==> config.mk <==
export PLATFORM = sky130hd
export DESIGN_NAME = dot_accumulator
export DESIGN_NICKNAME = d
export VERILOG_FILES = /design/src/rtl/dot_accumulator.sv
export SDC_FILE = /design/constraint.sdc
export NUM_CORES = 1
export LEC_CHECK = 0
export ABC_AREA = 1
export CAP_MARGIN = 20
export CORE_UTILIZATION = 55
export CTS_CLUSTER_SIZE = 24
export DETAILED_ROUTE_END_ITERATION = 10
export DONT_BUFFER_PORTS = 1
export PLACE_DENSITY = 0.74
export SLEW_MARGIN = 10
export SYNTH_ARGS = -nofsm -noshare
export SYNTH_HDL_FRONTEND = slang
export SYNTH_SLANG_ARGS = --single-unit
==> constraint.sdc <==
create_clock -name clk -period 5.2 [get_ports clk]
set_clock_uncertainty 0.15 [all_clocks]
set_input_delay 0.78 -clock clk [delete_from_list [all_inputs] [get_ports clk]]
set_output_delay 0.78 -clock clk [all_outputs]
set_load 0.05 [all_outputs]
==> src/rtl/dot_accumulator.sv <==
// Dot-product accumulator behind the SIMD MAC adder tree: sums cfg_len_i partial sums,
// rounds/shifts/saturates each result and buffers it in a 2-entry valid/ready queue.
module dot_accumulator #(
   parameter int SUM_W   = 20,
   parameter int MAX_LEN = 256,
   parameter int LEN_W   = $clog2(MAX_LEN + 1),
   parameter int ACC_W   = SUM_W + $clog2(MAX_LEN),
   parameter int OUT_W   = 16,
   parameter int SHIFT_W = $clog2(ACC_W)
) (
   input  logic                       clk,
   input  logic                       rst,
   input  logic                       sum_valid_i,
   input  logic signed [SUM_W-1:0]    sum_i,
   input  logic        [LEN_W-1:0]    cfg_len_i,
   input  logic        [SHIFT_W-1:0]  cfg_shift_i,
   input  logic                       flush_i,
   output logic                       result_valid_o,
   input  logic                       result_ready_i,
   output logic signed [OUT_W-1:0]    result_o,
   output logic                       result_sat_o,
   output logic                       busy_o,
   output logic                       drop_err_o
);

   localparam int OUT_MAX_I = 2 ** (OUT_W - 1) - 1;
   localparam int OUT_MIN_I = -(2 ** (OUT_W - 1));
   localparam logic signed [ACC_W:0] OUT_MAX = (ACC_W + 1)'(OUT_MAX_I);
   localparam logic signed [ACC_W:0] OUT_MIN = (ACC_W + 1)'(OUT_MIN_I);

   logic        [LEN_W-1:0]   cnt;
   logic        [LEN_W-1:0]   len_q;
   logic        [LEN_W-1:0]   cfg_len_clamped;
   logic        [LEN_W-1:0]   cur_len;
   logic        [SHIFT_W-1:0] shift_q;
   logic signed [ACC_W-1:0]   acc;
   logic signed [ACC_W-1:0]   sum_ext;
   logic                      accept;
   logic                      first_beat;
   logic                      last_beat;
   logic                      done_q;

   logic signed [ACC_W:0]     acc_ext;
   logic signed [ACC_W:0]     rnd;
   logic signed [ACC_W:0]     shifted;
   logic        [OUT_W-1:0]   pp_next;
   logic                      pp_next_sat;
   logic                      pp_valid;
   logic        [OUT_W-1:0]   pp_data;
   logic                      pp_sat;

   logic        [OUT_W-1:0]   q_data [2];
   logic                      q_sat  [2];
   logic                      rd_ptr;
   logic                      wr_ptr;
   logic        [1:0]         q_count;
   logic                      q_pop;
   logic                      q_push;
   logic                      q_full;

   // The length of a group is only known on its first beat, so the compare uses the live config then.
   always_comb begin
      cfg_len_clamped = cfg_len_i;
      if (cfg_len_i == '0) begin
         cfg_len_clamped = LEN_W'(1);
      end else if (cfg_len_i > LEN_W'(MAX_LEN)) begin
         cfg_len_clamped = LEN_W'(MAX_LEN);
      end
      accept     = sum_valid_i && !flush_i;
      first_beat = (cnt == '0);
      cur_len    = first_beat ? cfg_len_clamped : len_q;
      last_beat  = accept && ((cnt + LEN_W'(1)) == cur_len);
      sum_ext    = {{(ACC_W - SUM_W){sum_i[SUM_W-1]}}, sum_i};
   end

   always_ff @(posedge clk) begin
      if (rst) begin
         cnt     <= '0;
         len_q   <= LEN_W'(1);
         shift_q <= '0;
         acc     <= '0;
         done_q  <= 1'b0;
      end else begin
         done_q <= last_beat;
         if (flush_i) begin
            cnt <= '0;
         end else if (accept) begin
            cnt <= last_beat ? '0 : cnt + LEN_W'(1);
            if (first_beat) begin
               len_q   <= cfg_len_clamped;
               shift_q <= cfg_shift_i;
               acc     <= sum_ext;
            end else begin
               acc <= acc + sum_ext;
            end
         end
      end
   end

   // One extra bit of headroom keeps the round-half-up add from overflowing.
   always_comb begin
      acc_ext     = {acc[ACC_W-1], acc};
      rnd         = '0;
      shifted     = acc_ext;
      if (shift_q != '0) begin
         rnd     = (ACC_W + 1)'(1) << (shift_q - SHIFT_W'(1));
         shifted = (acc_ext + rnd) >>> shift_q;
      end
      pp_next     = shifted[OUT_W-1:0];
      pp_next_sat = 1'b0;
      if (shifted > OUT_MAX) begin
         pp_next     = OUT_MAX[OUT_W-1:0];
         pp_next_sat = 1'b1;
      end else if (shifted < OUT_MIN) begin
         pp_next     = OUT_MIN[OUT_W-1:0];
         pp_next_sat = 1'b1;
      end
   end

   always_ff @(posedge clk) begin
      if (rst) begin
         pp_valid <= 1'b0;
         pp_data  <= '0;
         pp_sat   <= 1'b0;
      end else begin
         pp_valid <= done_q;
         pp_data  <= pp_next;
         pp_sat   <= pp_next_sat;
      end
   end

   // A full queue still takes a push when the head leaves in the same cycle.
   always_comb begin
      q_pop  = (q_count != 2'd0) && result_ready_i;
      q_full = (q_count == 2'd2);
      q_push = pp_valid && (!q_full || q_pop);
      wr_ptr = rd_ptr ^ q_count[0];
   end

   always_ff @(posedge clk) begin
      if (rst) begin
         rd_ptr     <= 1'b0;
         q_count    <= 2'd0;
         drop_err_o <= 1'b0;
      end else begin
         if (q_push) begin
            q_data[wr_ptr] <= pp_data;
            q_sat[wr_ptr]  <= pp_sat;
         end
         if (q_pop) begin
            rd_ptr <= ~rd_ptr;
         end
         case ({q_push, q_pop})
            2'b10:   q_count <= q_count + 2'd1;
            2'b01:   q_count <= q_count - 2'd1;
            default: q_count <= q_count;
         endcase
         if (pp_valid && q_full && !q_pop) begin
            drop_err_o <= 1'b1;
         end
      end
   end

   always_comb begin
      result_valid_o = (q_count != 2'd0);
      result_o       = result_valid_o ? q_data[rd_ptr] : '0;
      result_sat_o   = result_valid_o ? q_sat[rd_ptr] : 1'b0;
      busy_o         = (cnt != '0);
   end

endmodule

; Word level (Yosys, flattened, before mapping)
; Memories as Yosys holds them, arrays and structs flattened. A register that Yosys moved wholly into a read port is not among the register bits.
; Cells that the tools add are included.
[word_totals]
regBits = 74
latchBits = 0
ram_bits = 34
romBits = 0
inputBits = 39
output_inout_bits = 20
n_memories = 2
[classes]
add_sub_neg = 6
mul = 0
div_mod_pow = 0
magnitude_cmp = 3
n_eq_ne = 4
shift = 2
muxes = 20
bitwise_logic = 3
reduce_logical = 20
[memory_table]
columns = name, words, width, read_ports, rd_clocked_by_memory_dff, wr, line_no
row1 = q_data, 2, 16, 1, 1, 1, 52  ; logic [OUT_W-1:0] q_data [2];
row2 = q_sat, 2, 1, 1, 1, 1, 53  ; logic q_sat [2];
[ops]
columns = operator, n
row1 = two-way mux 9 bit, 4
row2 = two-way mux 16 bit, 2
row3 = adder 28 x 29 -> 29 bit, 1
row4 = greater-than comparator 29 x 16 -> 1 bit (second input constant), 1
row5 = less-than comparator 29 x 16 -> 1 bit (second input constant), 1
row6 = two-way mux 29 bit, 1
row7 = << shifter 1 x 5 -> 29 bit (first input constant), 1
row8 = >>> shifter 29 x 5 -> 29 bit, 1
row9 = adder 28 x 20 -> 28 bit, 1
row10 = two-way mux 28 bit, 1
row11 = zero test 9 bit, 2
row12 = two-way mux 15 bit, 1
row13 = two-way mux 1 bit, 10
row14 = adder 9 x 1 -> 9 bit (second input constant), 1
row15 = equality test 9 bit, 1
row16 = greater-than comparator 9 bit (second input constant), 1
row17 = nonzero test 9 bit, 1
row18 = logical AND 1 bit, 6
row19 = nonzero test 5 bit, 1
row20 = subtractor 5 x 1 -> 5 bit (second input constant), 1
row21 = equality test 2 bit (second input constant), 2
row22 = case mux 2 bit (2 select lines), 1
row23 = nonzero test 2 bit, 2
row24 = OR reduction 2 bit, 2
row25 = 9 further kinds, 12

; Depth between registers and ports, before layout
; Gate-level depths: netlist (run 1).
[depth]
depth_word = 8
mapped_depth = 37
depth_no_buf = 35

; Worst setup path before layout (run 1)
; Ideal clock, no wire load.
[synth_path]
path_kind = register to register
from = reg shift_q[1]
to = reg pp_data[10]
t_arrival_ns = 3.874
required_time_ns = 4.914
setup_slack_ns = 1.040
stages_incl_launch_ff = 35
synth_period_minus_slack_ns = 4.160
path_cell_list = dfxtp_1 -> buf_2 -> clkinv_1 -> buf_2 -> buf_1 -> nor2_1 -> inv_1 -> nor2_1 -> inv_1 -> nor3_1 -> inv_1 -> fa_1 -> inv_1 -> nand3_1 -> nand3_1 -> nand2_1 -> nand2_1 -> nand2_1 -> nand4_1 -> nand3_1 -> nand2_1 -> nand2_1 -> nand2_1 -> nand2_1 -> nand3_1 -> nand3_1 -> nand2_1 -> nand2_1 -> nor2_1 -> nand2_1 -> nor2_1 -> nand2_1 -> nand2_4 -> buf_6 -> a21oi_2
[synth_between]
elab_chain_cells = 8
elab_cells_between_ends = 10
classes_between = add/sub (2) / order compare (2) / shift (2) / mux (3) / reduce/logical (1)
[synth_lines]
columns = element, line_no
row1 = start: declaration, 35  ; logic [SHIFT_W-1:0] shift_q;
row2 = start signal: assignment, 91  ; shift_q <= cfg_shift_i;
row3 = subtractor 5 x 1 -> 5 bit, 106  ; rnd = (ACC_W + 1)'(1) << (shift_q - SHIFT_W'(1));
row4 = << shifter 1 x 5 -> 29 bit, 106
row5 = adder 28 x 29 -> 29 bit, 107  ; shifted = (acc_ext + rnd) >>> shift_q;
row6 = >>> shifter 29 x 5 -> 29 bit, 107
row7 = two-way mux 29 bit *, 105  ; if (shift_q != '0) begin
row8 = less-than comparator 29 x 16 -> 1 bit, 114  ; end else if (shifted < OUT_MIN) begin
row9 = two-way mux 16 bit, 114
row10 = two-way mux 15 bit *, 111  ; if (shifted > OUT_MAX) begin
row11 = end signal: assignment, 127  ; pp_data <= pp_next;
row12 = end: declaration, 49  ; logic [OUT_W-1:0] pp_data;
; Mark *: on every way between the ends. The rest lies on a longest branch, timed or not.
; A chain may end at the register's enable or synchronous reset.

; Final worst setup path (run 1)
[layout_path]
from = reg shift_q[0]
to = reg pp_data[14]
; The elaborated chain is that of the path after synthesis.

==> results of run 1 <==
-- area by class of cell --
type / instances / area, um^2 / area share
antenna: 3 / 7.51 / 0.000707
clock buffer: 10 / 230 / 0.0217
clock inverter: 6 / 53.8 / 0.00507
inverter: 204 / 766 / 0.0721
multi-input combinational: 1263 / 6600 / 0.621
sequential: 109 / 2520 / 0.238
tap: 229 / 287 / 0.0270
timing repair buffer: 21 / 158 / 0.0148
-- cell usage in the layout (no fill, tap or decap), types with 3 or more instances in the layout --
master     instances
or2_2             15
a21oi_1          130
nand2_2           25
o21ai_1            5
nor3_1            10
clkbuf_16          9
o221ai_1           3
nor2_2            20
a21boi_1           4
inv_2             16
inv_1            184
nand3_2           13
ha_1              57
a31oi_1           10
nand2_1          497
nor2_1           101
nand3_1          179
a21o_1             5
nand4_1            9
o21ai_0           69
xnor2_1           13
o211ai_1          18
buf_4             21
clkinv_1           4
edfxtp_1          34
o2111ai_1          4
nor4_1             4
diode_2            3
nand3b_1           4
a21oi_2           12
xor2_1            26
dfxtp_1           75
-- power by group through the flow --
stage	clock network, mW	logic (mW)	registers (mW)
after floorplan	0	0.617	0.956
after global placement	0	0.766	0.986
after detailed placement	0	0.767	0.986
after CTS	0.672	0.770	0.966
after global routing	0.707	0.870	0.971
final	0.664	0.784	0.969
-- kinds of logic after synthesis --
group,Yosys count,synth area share
buffers and inverters,261,0.101
and+or+nand+nor,887,0.384
xor gates and xnor gates,39,0.0337
AOI/OAI and AO/OA,276,0.156
adders and majority gates,59,0.0743
DFF,109,0.249
muxes,2,0.00198
-- synth_stat cells, drive strengths merged, types with 18 or more instances --
master and count:
a21oi 142, buf 23, clkbuf 34, dfxtp 75, edfxtp 34, ha 57
inv 200, nand2 524, nand3 192, nor2 123, o211ai 18, o21ai 74
xor2 26
-- routing by layer --
| metal | part of all wire | track usage |
|---|---|---|
| met2 | 0.43 | 0.545 |
| met3 | 0.080 | 0.0684 |
| met5 | 0 | 0 |
| met4 | 0.037 | 0.143 |
| met1 | 0.45 | 0.468 |
-- worst max path at each step --
stage	from	endpoint	slack [ns]	cells past startpoint
3_3_place_gp	shift_q[0]$_SDFFE_PP0P_	pp_data[15]$_SDFF_PP0_	0.67	34
3_5_place_dp	shift_q[0]$_SDFFE_PP0P_	pp_data[0]$_SDFF_PP0_	0.50	33
2_1_floorplan	shift_q[1]$_SDFFE_PP0P_	pp_data[10]$_SDFF_PP0_	1.04	34
6_report	shift_q[0]$_SDFFE_PP0P_	pp_data[14]$_SDFF_PP0_	0.46	33
5_1_grt	shift_q[0]$_SDFFE_PP0P_	pp_data[3]$_SDFF_PP0_	0.03	33
4_1_cts	shift_q[0]$_SDFFE_PP0P_	pp_data[14]$_SDFF_PP0_	0.46	33
-- registers in the layout, summed over array words and instances, names as in the netlist, named ones only --
register    flops
pp_data        16
cnt             9
done_q          1
rd_ptr          1
pp_sat          1
len_q           9
acc            28
q_count         2
drop_err_o      1
pp_valid        1
q_sat           2
q_data         32
shift_q         5
-- worst min-delay path, delay by kind of cell, from the launching register on --
kind / cells / cell delay, ns
buffers and inverters: 1 / 0.04
DFF: 1 / 0.30
and+or+nand+nor: 1 / 0.03
-- what timing repair did --
item / in CTS / in global routing
resized for setup: 0 / 3
buffers inserted: 0 / 0
endpoints found under the setup margin: 0 / 17
==> results.yml, run 1 <==
status:
  status: "finished, final reports clean"
setup_path:
  slowest_stage: "fa_1"
  required_ns: 5.33
  crit_path_end_kind: "flip-flop"
  worstPathBufferInverterCount: 5
  cp_max_fo: 16
  path_class: "reg2reg"
  slowest_delay_ns: 0.39
  r2r-end: "pp_data[14]$_SDFF_PP0_"
  worstSetupStartpointType: "flip-flop"
  cpLargestDelayFamily: "simple AND/OR/NAND/NOR gates"
  reg2reg_from: "shift_q[0]$_SDFFE_PP0P_"
  r2r_cells: 33
  crit_top_cell: "nand2_1"
  arrival_ns: 4.88
  r2r_setup_slack_ns: 0.46
hold_path:
  min_path_cells: 2
  worstHoldStart: "done_q$_SDFF_PP0_"
  hold_class: "reg2reg"
  hold_end: "pp_valid$_SDFF_PP0_"
cts:
  cts_tree: "done"
  cts_buffers: 9
  postCtsHoldBufs: 0
  root_buffer: "clkbuf_16"
  cts_num_sinks: 109
  htreeDepth: 3
  insertion_delay_ns: 0.36
  clock_path_buffers: 2
  path_clk_slew_ns: 0.07
synthesis:
  yosysUniqueCellTypes: 57
  synth.area.top_cells: "nand2_1, dfxtp_1, edfxtp_1, nand3_1, ha_1"
  ys_seq_area_frac: 0.249
  syn-num-nets: 1731
  yosys.area.top_type: "nand2_1"
  syn_area_um2: 10100
  netlist_instances: 1633
  ys.flop_type: "dfxtp_1"
  synth-seq-cells: 109
  ys_warn_count: 0
  synth_edf_count: 34
  async_flop_share: 0
  avgSynthCellArea_um2: 6.20
  yosysTopAreaCellShare: 0.184
floorplan:
  rows: 49
  die-width_um: 138
  die_area_um2: 19000
  ios: 59
  die_y_um: 138
  initial_core_util: 0.562
  coreArea_um2: 18000
power:
  pwr-share-clk: 0.275
  p_int_mw: 1.49
  switchingPower_mw: 0.922
  powerDensity_nw_per_um2: 228
  p_seq_frac: 0.401
  sw_frac_of_total: 0.381
  peakVddDrop_v: 0.000184
  power.total_mw: 2.42
  combPwrFrac: 0.324
  leakage_nw: 5.05
timing:
  setup_viol: 0
  slew_violations: 0
  max_freq_mhz: 211
  fin_setup_tns_ns: 0
  worst_pin_slew_ns: 1.11
  layout_min_cycle_time_ns: 4.74
  fin_crit_sh: 0.912
  grt_setup_unrepaired: "no"
  hold_viol_final: 0
  whs_ns: 0.253
  setup_ws_ns: 0.455
  max_slew_margin: 0.265
grt:
  grt_pass1_wl_um: 50100
  grt_start_max_net_pins: 49
  antenna_found_initial: 3
  grt_pass1_vias: 9726
  globalRouteOverflowTotal: 0
  track_usage: 0.349
placed_design:
  dp_hpwl_um: 25700
  dpl.cell_count: 1826
  gp_congestion: 1.01
  placed_cell_area_um2: 10300
  io_buffers: 0
  pre_cts_slack_ns: 0.500
drt:
  wl_per_cell_um: 17.5
  drc_errors: 0
  routed_wl_um: 32300
  ant_nets: 0
  drtIter0Drc: 826
  drtPass1Iterations: 5
  drt-vias-per-instance: 5.69
  via_count: 10500
cells_and_area:
  fin_util: 0.589
  instances_no_fill: 1845
  fin_area_um2: 10600
  fillers: 1830
  drive_gt1_frac: 0.0893
  syn2layout_area_growth_pct: 4.82
  fin_nets: 1706
run:
  maxCapViolCount: 0
Power figures use the tool's default switching activity.
==> run 2, diff against run 1 <==
--- a/config.mk
+++ b/config.mk
@@ -6,12 +6,13 @@
 export NUM_CORES = 1
 export LEC_CHECK = 0
 export ABC_AREA = 1
+export ABC_CLOCK_PERIOD_IN_PS = 5470
 export CAP_MARGIN = 20
-export CORE_UTILIZATION = 55
+export CORE_UTILIZATION = 50
 export CTS_CLUSTER_SIZE = 24
 export DETAILED_ROUTE_END_ITERATION = 10
 export DONT_BUFFER_PORTS = 1
-export PLACE_DENSITY = 0.74
+export PLACE_DENSITY = 0.69
 export SLEW_MARGIN = 10
 export SYNTH_ARGS = -nofsm -noshare
 export SYNTH_HDL_FRONTEND = slang
==> constraint.sdc (replaced) <==
create_clock -name clk -period 5.47 [get_ports clk]
set_clock_uncertainty 0.15 [all_clocks]
set_input_delay 0.8205 -clock clk [delete_from_list [all_inputs] [get_ports clk]]
set_output_delay 0.8205 -clock clk [all_outputs]
set_load 0.05 [all_outputs]
==> run 2 against run 1 <==
Cell count rose by 1.7%. Routed wire length fell by 1.1%. Sequential power shrank 4.7%. Die area rose by 9.9%.
==> results.yml, run 2 (synthesized netlist as in run 1, its figures left out) <==
setup_path:
  crit_top_cell: "nand2_1"
  worstPathBufferInverterCount: 6
  worstSetupStartpointType: "flip-flop"
  r2r_setup_slack_ns: 0.67
  required_ns: 5.61
  r2r-end: "pp_data[3]$_SDFF_PP0_"
  arrival_ns: 4.93
  crit_path_end_kind: "flip-flop"
  slowest_delay_ns: 0.39
  slowest_stage: "fa_1"
  path_class: "reg2reg"
  reg2reg_from: "shift_q[0]$_SDFFE_PP0P_"
  cp_max_fo: 16
  cpLargestDelayFamily: "simple AND/OR/NAND/NOR gates"
  r2r_cells: 34
cells_and_area:
  final_cell_mix: "nand2_1, inv_1, nand3_1"
  reg.largest.list: "q_data: 32 flops, acc: 28 flops, pp_data: 16 flops"
  final_common_cell: "nand2_1"
  fin_nets: 1704
  syn2layout_area_growth_pct: 4.96
  regMostFlops: "q_data"
  drive_gt1_frac: 0.0863
  largest_reg_flops: 32
  fin_area_um2: 10600
timing:
  layout_min_cycle_time_ns: 4.80
  slew_violations: 0
  setup_viol: 0
  grt_setup_unrepaired: "no"
  max_slew_margin: 0.263
  hold_viol_final: 0
  fin_crit_sh: 0.877
  worst_pin_slew_ns: 1.11
  max_freq_mhz: 208
  fin_setup_tns_ns: 0
hold_path:
  hold_end: "pp_valid$_SDFF_PP0_"
  hold_class: "reg2reg"
  min_path_cells: 2
  worstHoldStart: "done_q$_SDFF_PP0_"
cts:
  cts_buffers: 9
  postCtsHoldBufs: 0
  root_buffer: "clkbuf_16"
  ctsResizeCount: 0
  cts_tree: "done"
  insertion_delay_ns: 0.36
  htreeDepth: 3
  path_clk_slew_ns: 0.08
  clock_path_buffers: 2
  postCtsSetupRepairBufs: 0
  cts_num_sinks: 109
drt:
  drtPass1Iterations: 5
  ant_nets: 0
  drt-vias-per-instance: 5.54
  wl_per_cell_um: 17.0
  drtIter0Drc: 813
  drc_errors: 0
  via_count: 10400
  routed_wl_um: 31900
placed_design:
  io_buffers: 0
  placed_cell_area_um2: 10300
  dp_hpwl_um: 25500
  gp_congestion: 0.972
floorplan:
  die-width_um: 144
  die_area_um2: 20800
  die_y_um: 144
  ios: 59
  coreArea_um2: 19700
  initial_core_util: 0.516
  rows: 51
grt:
  grt_pass1_vias: 9570
  grt_start_max_net_pins: 49
  antenna_found_initial: 1
  track_usage: 0.317
  globalRouteOverflowTotal: 0
  grt_pass1_wl_um: 50100
power:
  leakage_nw: 5.04
  powerDensity_nw_per_um2: 216
  peakVddDrop_v: 0.000218
  power.total_mw: 2.29
status:
  status: "finished, final reports clean"
run:
  maxCapViolCount: 0
==> run 2: cell type report <==
cell class | instances | area (um^2)
Antenna cell | 1 | 2.50
Clock buffer | 10 | 229
Clock inverter | 6 | 56.3
Fill cell | 2125 | 9020
Inverter | 204 | 766
Multi-Input combinational cell | 1263 | 6590
Sequential cell | 109 | 2520
Tap cell | 265 | 332
Timing Repair Buffer | 19 | 143
==> run 2: layer usage <==
layer  global-route usage  wire length, um  vias up
met1                0.432            14500     4691
met3               0.0636             2570       45
li1                     -                -     5306
met5                    0               10        -
met4               0.0975              842        2
met2                0.501            14000      350
==> run 2: power by group <==
group,switching (mW),internal [mW]
registers,0.0509,0.872
logic,0.509,0.229
clock network,0.315,0.318
total,0.875,1.42
==> run 2: worst max path at each step <==
stage / startpoint / end / slack (ns) / cells past startpoint
after CTS: shift_q[0]$_SDFFE_PP0P_ / pp_data[3]$_SDFF_PP0_ / 0.79 / 34
after detailed placement: shift_q[0]$_SDFFE_PP0P_ / pp_data[15]$_SDFF_PP0_ / 0.82 / 35
after floorplan: shift_q[1]$_SDFFE_PP0P_ / pp_data[10]$_SDFF_PP0_ / 1.31 / 34
after global routing: shift_q[0]$_SDFFE_PP0P_ / pp_data[0]$_SDFF_PP0_ / 0.17 / 35
final: shift_q[0]$_SDFFE_PP0P_ / pp_data[3]$_SDFF_PP0_ / 0.67 / 34
after global placement: shift_q[0]$_SDFFE_PP0P_ / pp_data[15]$_SDFF_PP0_ / 0.85 / 35
==> run 2: through the flow <==
stage / utilization / hold WS, ns / setup slack, ns / std cells
final: 0.541 / 0.276 / 0.673 / 1877
after global routing: 0.541 / 0.284 / 0.166 / 1876
after CTS: 0.541 / 0.277 / 0.787 / 1876
after detailed placement: 0.526 / 0.263 / 0.821 / 1860
after global placement: 0.526 / 0.244 / 0.852 / 1860
after floorplan: - / 0.238 / 1.31 / 1633
==> run 2: worst register-to-register path: cells and delay by family (launching register included) <==
family / cells / cell delay, ns
AO/OA/AOI/OAI: 2 / 0.31
adder cells (fa/ha/maj): 2 / 0.57
AND/OR/NAND/NOR: 24 / 2.70
flip-flops: 1 / 0.32
buffers and inverters: 6 / 0.66
